[config.mk]
export PLATFORM = sky130hd
export DESIGN_NAME = dram_ctrl_flat
export DESIGN_NICKNAME = d
export VERILOG_FILES = /design/src/rtl/dram_ctrl_pkg.sv /design/src/rtl/dram_ctrl_if.sv /design/src/rtl/dram_ctrl.sv /design/src/flat_wrapper.sv
export SDC_FILE = /design/constraint.sdc
export NUM_CORES = 1
export LEC_CHECK = 0
export BUFFER_PORTS_ARGS = -buffer_cell sky130_fd_sc_hd__buf_4
export CAP_MARGIN = 10
export CORE_ASPECT_RATIO = 1.4
export CORE_MARGIN = 4
export CORE_UTILIZATION = 55
export CTS_BUF_LIST = sky130_fd_sc_hd__clkbuf_8
export CTS_CLUSTER_SIZE = 28
export DETAILED_ROUTE_END_ITERATION = 12
export GPL_TIMING_DRIVEN = 0
export PLACE_DENSITY = 0.88
export SLEW_MARGIN = 25
export SYNTH_ARGS = -nofsm -noshare
export SYNTH_HDL_FRONTEND = slang
export SYNTH_SLANG_ARGS = --single-unit
[constraint.sdc]
create_clock -name clk -period 4.96 [get_ports clk]
set_input_delay 0.744 -clock clk [delete_from_list [all_inputs] [get_ports clk]]
set_output_delay 0.744 -clock clk [all_outputs]
set_load 0.01 [all_outputs]
[src/rtl/dram_ctrl_pkg.sv]
`default_nettype none
// ============================================================================
// Module      : dram_ctrl_pkg
// Description : Shared types and constants for the DRAM command sequencer.
// Revision    : 1.0 - initial release
// ============================================================================
package dram_ctrl_pkg;

    localparam int ROW_W  = 11;
    localparam int COL_W  = 10;
    localparam int ADDR_W = ROW_W + COL_W;

    typedef enum logic [3:0] {
        ST_IDLE     = 4'd0,
        ST_PRE      = 4'd1,
        ST_WAIT_RP  = 4'd2,
        ST_ACT      = 4'd3,
        ST_WAIT_RCD = 4'd4,
        ST_RD       = 4'd5,
        ST_WAIT_Q   = 4'd6,
        ST_WR       = 4'd7,
        ST_WAIT_WR  = 4'd8,
        ST_RESP     = 4'd9
    } state_t;

    typedef struct packed {
        logic       csn;
        logic       rasn;
        logic       casn;
        logic [3:0] wen;
    } cmd_t;

    // Deselected pins, the state held while in reset.
    localparam cmd_t CMD_DES = '{csn: 1'b1, rasn: 1'b1, casn: 1'b1, wen: 4'hF};
    localparam cmd_t CMD_NOP = '{csn: 1'b0, rasn: 1'b1, casn: 1'b1, wen: 4'hF};
    localparam cmd_t CMD_ACT = '{csn: 1'b0, rasn: 1'b0, casn: 1'b1, wen: 4'hF};
    localparam cmd_t CMD_PRE = '{csn: 1'b0, rasn: 1'b0, casn: 1'b1, wen: 4'h0};
    localparam cmd_t CMD_RD  = '{csn: 1'b0, rasn: 1'b1, casn: 1'b0, wen: 4'hF};
    localparam cmd_t CMD_WR  = '{csn: 1'b0, rasn: 1'b1, casn: 1'b0, wen: 4'h0};

    function automatic int max2(input int a, input int b);
        return (a > b) ? a : b;
    endfunction

endpackage
`default_nettype wire

[src/rtl/dram_ctrl_if.sv]
`default_nettype none
// ============================================================================
// Module      : dram_ctrl_if
// Description : Request/response channel between the client and dram_ctrl.
// Revision    : 1.0 - initial release
// ============================================================================
interface dram_ctrl_if;
    import dram_ctrl_pkg::*;

    logic              req_valid;
    logic              req_ready;
    logic              req_write;
    logic [ADDR_W-1:0] req_addr;
    logic [3:0]        req_wstrb;
    logic [31:0]       req_wdata;
    logic              rsp_valid;
    logic [31:0]       rsp_rdata;
    logic              rsp_err;

    modport master (
        output req_valid, req_write, req_addr, req_wstrb, req_wdata,
        input  req_ready, rsp_valid, rsp_rdata, rsp_err
    );

    modport slave (
        input  req_valid, req_write, req_addr, req_wstrb, req_wdata,
        output req_ready, rsp_valid, rsp_rdata, rsp_err
    );
endinterface
`default_nettype wire

[src/rtl/dram_ctrl.sv]
`default_nettype none
// ============================================================================
// Module      : dram_ctrl
// Description : Open-row DRAM command sequencer with tRP/tRCD/tWR spacing
//               and a read-data timeout; all outputs registered.
// Revision    : 1.0 - initial release
// ============================================================================
module dram_ctrl
    import dram_ctrl_pkg::*;
#(
    parameter int T_RP  = 5,
    parameter int T_RCD = 5,
    parameter int T_WR  = 2,
    parameter int T_TO  = 64
) (
    input  wire              clk,
    input  wire              rst,
    dram_ctrl_if.slave       bus,
    output logic             DRAM_CSn,
    output logic             DRAM_RASn,
    output logic             DRAM_CASn,
    output logic [3:0]       DRAM_WEn,
    output logic [ROW_W-1:0] DRAM_A,
    output logic [31:0]      DRAM_D,
    input  wire  [31:0]      DRAM_Q,
    input  wire              DRAM_valid
);

    localparam int c_WAIT_MAX = max2(max2(T_RP, T_RCD), max2(T_WR, T_TO));
    localparam int c_CNT_W    = (c_WAIT_MAX < 1) ? 1 : $clog2(c_WAIT_MAX + 1);

    state_t              r_state, w_state_nxt;
    logic [c_CNT_W-1:0]  r_cnt, w_cnt_nxt;
    cmd_t                r_cmd, w_cmd_nxt;
    logic [ROW_W-1:0]    r_a, w_a_nxt;
    logic [31:0]         r_d, w_d_nxt;
    logic                r_rsp_valid, w_rsp_nxt;
    logic [31:0]         r_rsp_rdata, w_rdata_nxt;
    logic                r_rsp_err, w_err_nxt;
    logic                r_req_ready;

    logic                r_write;
    logic [ROW_W-1:0]    r_row;
    logic [COL_W-1:0]    r_col;
    logic [3:0]          r_wstrb;
    logic [31:0]         r_wdata;
    logic                r_row_open;
    logic [ROW_W-1:0]    r_open_row;

    logic                w_accept;
    logic                w_sel_write;
    logic [ROW_W-1:0]    w_sel_row;
    logic [COL_W-1:0]    w_sel_col;
    logic [3:0]          w_sel_wstrb;
    logic [31:0]         w_sel_wdata;
    logic                w_row_hit;
    logic                w_go_pre, w_go_act, w_go_col, w_go_resp;
    logic [31:0]         w_resp_data;
    logic                w_resp_err;

    assign w_accept = bus.req_valid & r_req_ready;

    // On the accept cycle the request is not latched yet, so decode straight from the bus.
    assign w_sel_write = w_accept ? bus.req_write                     : r_write;
    assign w_sel_row   = w_accept ? bus.req_addr[ADDR_W-1:COL_W]      : r_row;
    assign w_sel_col   = w_accept ? bus.req_addr[COL_W-1:0]           : r_col;
    assign w_sel_wstrb = w_accept ? bus.req_wstrb                     : r_wstrb;
    assign w_sel_wdata = w_accept ? bus.req_wdata                     : r_wdata;
    assign w_row_hit   = r_row_open && (r_open_row == w_sel_row);

    always_comb begin
        w_state_nxt = r_state;
        w_cnt_nxt   = r_cnt;
        w_cmd_nxt   = CMD_NOP;
        w_a_nxt     = r_a;
        w_d_nxt     = r_d;
        w_rsp_nxt   = 1'b0;
        w_rdata_nxt = r_rsp_rdata;
        w_err_nxt   = r_rsp_err;
        w_go_pre    = 1'b0;
        w_go_act    = 1'b0;
        w_go_col    = 1'b0;
        w_go_resp   = 1'b0;
        w_resp_data = '0;
        w_resp_err  = 1'b0;

        case (r_state)
            ST_IDLE, ST_RESP: begin
                w_state_nxt = ST_IDLE;
                if (w_accept) begin
                    if (w_row_hit)       w_go_col = 1'b1;
                    else if (r_row_open) w_go_pre = 1'b1;
                    else                 w_go_act = 1'b1;
                end
            end
            ST_PRE: begin
                if (T_RP == 0) w_go_act = 1'b1;
                else begin
                    w_state_nxt = ST_WAIT_RP;
                    w_cnt_nxt   = c_CNT_W'(T_RP - 1);
                end
            end
            ST_WAIT_RP: begin
                if (r_cnt == '0) w_go_act = 1'b1;
                else             w_cnt_nxt = r_cnt - c_CNT_W'(1);
            end
            ST_ACT: begin
                if (T_RCD == 0) w_go_col = 1'b1;
                else begin
                    w_state_nxt = ST_WAIT_RCD;
                    w_cnt_nxt   = c_CNT_W'(T_RCD - 1);
                end
            end
            ST_WAIT_RCD: begin
                if (r_cnt == '0) w_go_col = 1'b1;
                else             w_cnt_nxt = r_cnt - c_CNT_W'(1);
            end
            ST_WR: begin
                if (T_WR == 0) w_go_resp = 1'b1;
                else begin
                    w_state_nxt = ST_WAIT_WR;
                    w_cnt_nxt   = c_CNT_W'(T_WR - 1);
                end
            end
            ST_WAIT_WR: begin
                if (r_cnt == '0) w_go_resp = 1'b1;
                else             w_cnt_nxt = r_cnt - c_CNT_W'(1);
            end
            ST_RD: begin
                if (T_TO == 0) begin
                    w_go_resp  = 1'b1;
                    w_resp_err = 1'b1;
                end else begin
                    w_state_nxt = ST_WAIT_Q;
                    w_cnt_nxt   = c_CNT_W'(T_TO - 1);
                end
            end
            ST_WAIT_Q: begin
                // Data arriving on the final counted cycle still wins over the timeout.
                if (DRAM_valid) begin
                    w_go_resp   = 1'b1;
                    w_resp_data = DRAM_Q;
                end else if (r_cnt == '0) begin
                    w_go_resp  = 1'b1;
                    w_resp_err = 1'b1;
                end else begin
                    w_cnt_nxt = r_cnt - c_CNT_W'(1);
                end
            end
            default: w_state_nxt = ST_IDLE;
        endcase

        if (w_go_pre) begin
            w_state_nxt = ST_PRE;
            w_cmd_nxt   = CMD_PRE;
        end
        if (w_go_act) begin
            w_state_nxt = ST_ACT;
            w_cmd_nxt   = CMD_ACT;
            w_a_nxt     = w_sel_row;
        end
        if (w_go_col) begin
            w_a_nxt = {{(ROW_W-COL_W){1'b0}}, w_sel_col};
            if (w_sel_write) begin
                w_state_nxt   = ST_WR;
                w_cmd_nxt     = CMD_WR;
                w_cmd_nxt.wen = ~w_sel_wstrb;
                w_d_nxt       = w_sel_wdata;
            end else begin
                w_state_nxt = ST_RD;
                w_cmd_nxt   = CMD_RD;
            end
        end
        if (w_go_resp) begin
            w_state_nxt = ST_RESP;
            w_rsp_nxt   = 1'b1;
            w_rdata_nxt = w_resp_data;
            w_err_nxt   = w_resp_err;
        end
    end

    always_ff @(posedge clk) begin
        if (rst) begin
            r_state     <= ST_IDLE;
            r_cnt       <= '0;
            r_cmd       <= CMD_DES;
            r_a         <= '0;
            r_d         <= '0;
            r_rsp_valid <= 1'b0;
            r_rsp_rdata <= '0;
            r_rsp_err   <= 1'b0;
            r_req_ready <= 1'b1;
            r_write     <= 1'b0;
            r_row       <= '0;
            r_col       <= '0;
            r_wstrb     <= '0;
            r_wdata     <= '0;
            r_row_open  <= 1'b0;
            r_open_row  <= '0;
        end else begin
            r_state     <= w_state_nxt;
            r_cnt       <= w_cnt_nxt;
            r_cmd       <= w_cmd_nxt;
            r_a         <= w_a_nxt;
            r_d         <= w_d_nxt;
            r_rsp_valid <= w_rsp_nxt;
            r_rsp_rdata <= w_rdata_nxt;
            r_rsp_err   <= w_err_nxt;
            r_req_ready <= (w_state_nxt == ST_IDLE) || (w_state_nxt == ST_RESP);
            if (w_accept) begin
                r_write <= bus.req_write;
                r_row   <= bus.req_addr[ADDR_W-1:COL_W];
                r_col   <= bus.req_addr[COL_W-1:0];
                r_wstrb <= bus.req_wstrb;
                r_wdata <= bus.req_wdata;
            end
            if (r_state == ST_ACT) begin
                r_row_open <= 1'b1;
                r_open_row <= r_row;
            end
        end
    end

    assign DRAM_CSn      = r_cmd.csn;
    assign DRAM_RASn     = r_cmd.rasn;
    assign DRAM_CASn     = r_cmd.casn;
    assign DRAM_WEn      = r_cmd.wen;
    assign DRAM_A        = r_a;
    assign DRAM_D        = r_d;
    assign bus.req_ready = r_req_ready;
    assign bus.rsp_valid = r_rsp_valid;
    assign bus.rsp_rdata = r_rsp_rdata;
    assign bus.rsp_err   = r_rsp_err;

endmodule
`default_nettype wire

[src/flat_wrapper.sv]
// flat-port wrapper written by rule: the top's interface ports become plain ports
module dram_ctrl_flat import dram_ctrl_pkg::*;
#(
    parameter int T_RP  = 5,
    parameter int T_RCD = 5,
    parameter int T_WR  = 2,
    parameter int T_TO  = 64
)
  (clk, rst, DRAM_CSn, DRAM_RASn, DRAM_CASn, DRAM_WEn, DRAM_A, DRAM_D, DRAM_Q, DRAM_valid, bus_req_valid, bus_req_write, bus_req_addr, bus_req_wstrb, bus_req_wdata, bus_req_ready, bus_rsp_valid, bus_rsp_rdata, bus_rsp_err);
  dram_ctrl_if bus_i ();
  input  wire clk;
  input  wire rst;
  output logic DRAM_CSn;
  output logic DRAM_RASn;
  output logic DRAM_CASn;
  output logic [3:0] DRAM_WEn;
  output logic [ROW_W-1:0] DRAM_A;
  output logic [31:0] DRAM_D;
  input  wire  [31:0] DRAM_Q;
  input  wire DRAM_valid;
  input wire logic [$bits(bus_i.req_valid)-1:0] bus_req_valid;
  input wire logic [$bits(bus_i.req_write)-1:0] bus_req_write;
  input wire logic [$bits(bus_i.req_addr)-1:0] bus_req_addr;
  input wire logic [$bits(bus_i.req_wstrb)-1:0] bus_req_wstrb;
  input wire logic [$bits(bus_i.req_wdata)-1:0] bus_req_wdata;
  output wire logic [$bits(bus_i.req_ready)-1:0] bus_req_ready;
  output wire logic [$bits(bus_i.rsp_valid)-1:0] bus_rsp_valid;
  output wire logic [$bits(bus_i.rsp_rdata)-1:0] bus_rsp_rdata;
  output wire logic [$bits(bus_i.rsp_err)-1:0] bus_rsp_err;
  assign bus_i.req_valid = bus_req_valid;
  assign bus_i.req_write = bus_req_write;
  assign bus_i.req_addr = bus_req_addr;
  assign bus_i.req_wstrb = bus_req_wstrb;
  assign bus_i.req_wdata = bus_req_wdata;
  assign bus_req_ready = bus_i.req_ready;
  assign bus_rsp_valid = bus_i.rsp_valid;
  assign bus_rsp_rdata = bus_i.rsp_rdata;
  assign bus_rsp_err = bus_i.rsp_err;
  dram_ctrl #(.T_RP(T_RP), .T_RCD(T_RCD), .T_WR(T_WR), .T_TO(T_TO)) u_core (.clk(clk), .rst(rst), .bus(bus_i), .DRAM_CSn(DRAM_CSn), .DRAM_RASn(DRAM_RASn), .DRAM_CASn(DRAM_CASn), .DRAM_WEn(DRAM_WEn), .DRAM_A(DRAM_A), .DRAM_D(DRAM_D), .DRAM_Q(DRAM_Q), .DRAM_valid(DRAM_valid));
endmodule
==> results.sh <==
export IMPL_status="complete, no violations"
export IMPL_syn_area_um2=6640
export IMPL_synth_top_cell_by_area="dfxtp_1"
export IMPL_route_detailed_drc=0
export IMPL_first_pass_iters=5
export IMPL_synth_area_leaders="dfxtp_1 (50%), mux2_4 (6.8%), nand2_1 (6.7%), a21oi_1 (5.0%), a22o_1 (4.2%)"
export IMPL_grt_start_max_net_pins=17
export IMPL_regArea_um2=3320
export IMPL_antennaDiodeCount=0
export IMPL_hold_path_class="flop to flop"
export IMPL_avgSynthCellArea_um2=9.54
export IMPL_syn_to_final_growth_pct=28.8
export IMPL_synth_cell_type_count=59
export IMPL_grt_remaining_overflow=0
export IMPL_antenna_found_initial=0
export IMPL_worst_setup_path_end_kind="flop"
export IMPL_dpl_worst_slack_ns=1.86
export IMPL_cp_slowest_cell="or4_1"
export IMPL_cts_resized=0
export IMPL_clock_fmax_mhz=378
export IMPL_cts_buffers=17
export IMPL_die_area_um2=13900
export IMPL_ys_warnings_count=0
export IMPL_maxCapViolCount=0
export IMPL_timing_final_crit_period_ns=2.65
export IMPL_synth_edf_count=0
export IMPL_portBuffers=178
export IMPL_synthesis_nets=791
export IMPL_async_reset_ff_share_pct=0
export IMPL_cpPeakStageDelay_ns=0.55
export IMPL_leakage_nw=3.63
export IMPL_worstPathMaxFanout=10
export IMPL_vias=5768
export IMPL_postRouteAntennaNets=0
export IMPL_io_pins=179
export IMPL_start_kind="flop"
export IMPL_setup_violations=0
export IMPL_crit_chain="inv_1, ha_1, nor3b_1, nand2_1, or4_1, o32ai_4, buf_6, mux2_4"
export IMPL_clk_latency_ns=0.45
export IMPL_dpl_hpwl_um=12800
export IMPL_tritoncts="yes"
export IMPL_setup_ws_ns=2.31
export IMPL_post_cts_buffers=0
export IMPL_route_detailed_vias_per_inst=5.48
export IMPL_routed_wl_um=17300
export IMPL_grt_pass1_wl_um=27200
export IMPL_tightestPinTransition_ns=0.833
export IMPL_core_area_um2=11800
export IMPL_clockBufferDepth=2
export IMPL_ir_drop_uv=196
export IMPL_ys_seq_elements=166
export IMPL_cts_max_level=4
export IMPL_maxSlewViolCount=0
export IMPL_ys_flop_type="dfxtp_1"
export IMPL_gp_congestion=0.931
export IMPL_tns_ns=0
export IMPL_worstSetupPathType="flop to flop"
export IMPL_final_area_um2=8550
export IMPL_finalCoreUtilization_pct=72.3
export IMPL_power_density_nw_per_um2=417
export IMPL_yosysMostFrequentCell="dfxtp_1"
export IMPL_grt_use_total_pct=24.9
export IMPL_cts_sinks=166
export IMPL_clk_pin_slew_worst_paths_ns=0.09
export IMPL_multiInputGateArea_um2=3040
export IMPL_skew_ns=0.0126
export IMPL_hold_viol=0
export IMPL_fin_cells=1052
export IMPL_postSynthCellCount=696
export IMPL_die_x_um=101
export IMPL_placed_cell_area_um2=8160
export IMPL_synth_top_area_share_pct=50.1
export IMPL_start_util_pct=56.2
export IMPL_fin_nets=988
export IMPL_yosysSeqAreaShare_pct=50.1
export IMPL_cts_root_buf="clkbuf_8"
export IMPL_dp_cells=1021
export IMPL_rsz0062_at_grt="no"
export IMPL_worstPathRequired_ns=5.30
export IMPL_dieHeight_um=138
export IMPL_max_slew_margin_pct=43.7
export IMPL_grt_pass1_vias=5706
export IMPL_finalCritPeriodShare_pct=53.4
export IMPL_ctsHoldBuffers=0
export IMPL_yosys_top_cells_count="dfxtp_1 (166), nand2_1 (118), a21oi_1 (66)"
export IMPL_rows=47
export IMPL_drt_iter0_drc=331
export IMPL_arrival_ns=2.99
export IMPL_drive_gt1_share_pct=29.1
export IMPL_nFillCells=877
export IMPL_wl_per_cell_um=16.5
[state kept, by name (all words and copies together), names as in the netlist]
signal                cells
u_core.DRAM_D            32
u_core.bus.rsp_rdata     32
u_core.r_wdata           32
u_core.DRAM_A            11
u_core.r_open_row        11
u_core.r_row             11
u_core.r_col             10
u_core.r_cnt              7
u_core.DRAM_WEn           4
u_core.r_state            4
u_core.r_wstrb            4
u_core.DRAM_CASn          1
u_core.DRAM_CSn           1
u_core.DRAM_RASn          1
u_core.bus.req_ready      1
u_core.bus.rsp_err        1
u_core.bus.rsp_valid      1
u_core.r_row_open         1
u_core.r_write            1
[where the power goes]
group	switching, W	internal (W)
clock network	0.000484	0.000470
registers	0.0000810	0.00147
logic	0.000631	0.000425
total	0.00120	0.00237
[layer usage]
layer  global-route usage (%)  wire (um)  share of wire (%)  vias to the layer above
met5                        0          0                  0                        -
met3                     7.05       1470                8.5                       43
met4                     10.9        427                2.5                        0
li1                         -          -                  -                     2804
met2                     43.4       8710                 50                      259
met1                     28.1       6720                 39                     2662
[final timing paths]
kind / start / to / slack, ns / cells past startpoint
setup / recovery: u_core.r_cnt[0] / u_core.DRAM_D[26] / 2.31 / 8
hold / removal: u_core.r_col[0] / u_core.r_col[0] / 0.46 / 2
setup reg to reg: u_core.r_cnt[0] / u_core.DRAM_D[26] / 2.31 / 8
hold reg to reg: u_core.r_col[0] / u_core.r_col[0] / 0.46 / 2
[cell type report]
class,instances,area share (%)
buffer,47,2.56
clock buffer,19,3.06
clock inverter,12,1.51
inverter,14,0.615
multi-input combinational,469,35.6
sequential,166,38.9
tap,147,2.15
timing repair buffer,178,15.6
[cell families (layout without fill, tap and decap cells)]
logic type / after synthesis / after routing / share of synthesized area [%]
AND/OR/NAND/NOR: 242 / 242 / 16.8
flip-flops: 166 / 166 / 50.1
AO/OA/AOI/OAI: 158 / 158 / 16.1
buffers and inverters: 61 / 270 / 4.09
multiplexers: 58 / 58 / 11.5
XOR/XNOR: 10 / 10 / 1.32
adder cells (fa/ha/maj): 1 / 1 / 0.188
[per-stage QoR]
stage                     hold WS [ns]  total power, W
after floorplan                  0.431         0.00227
after global placement           0.444         0.00258
after detailed placement         0.454         0.00261
after CTS                        0.451         0.00357
after global routing             0.448         0.00376
final                            0.465         0.00356
[placed cells by master (no fill, tap or decap), drive strengths merged, types with 32 or more instances in the layout]
master  count
buf       192
dfxtp     166
nand2     118
a21oi      66
clkbuf     52
nor2       44
mux2       42
nor2b      36
a22o       32
[critical path: cells and delay by family, from the launching register on]
kind | cells | cell delay (ns)
buffers and inverters | 2 | 0.31
flip-flops | 1 | 0.35
multiplexers | 1 | 0.32
AO/OA/AOI/OAI | 1 | 0.28
adder cells (fa/ha/maj) | 1 | 0.22
AND/OR/NAND/NOR | 3 | 1.04
Power figures use the tool's default switching activity.
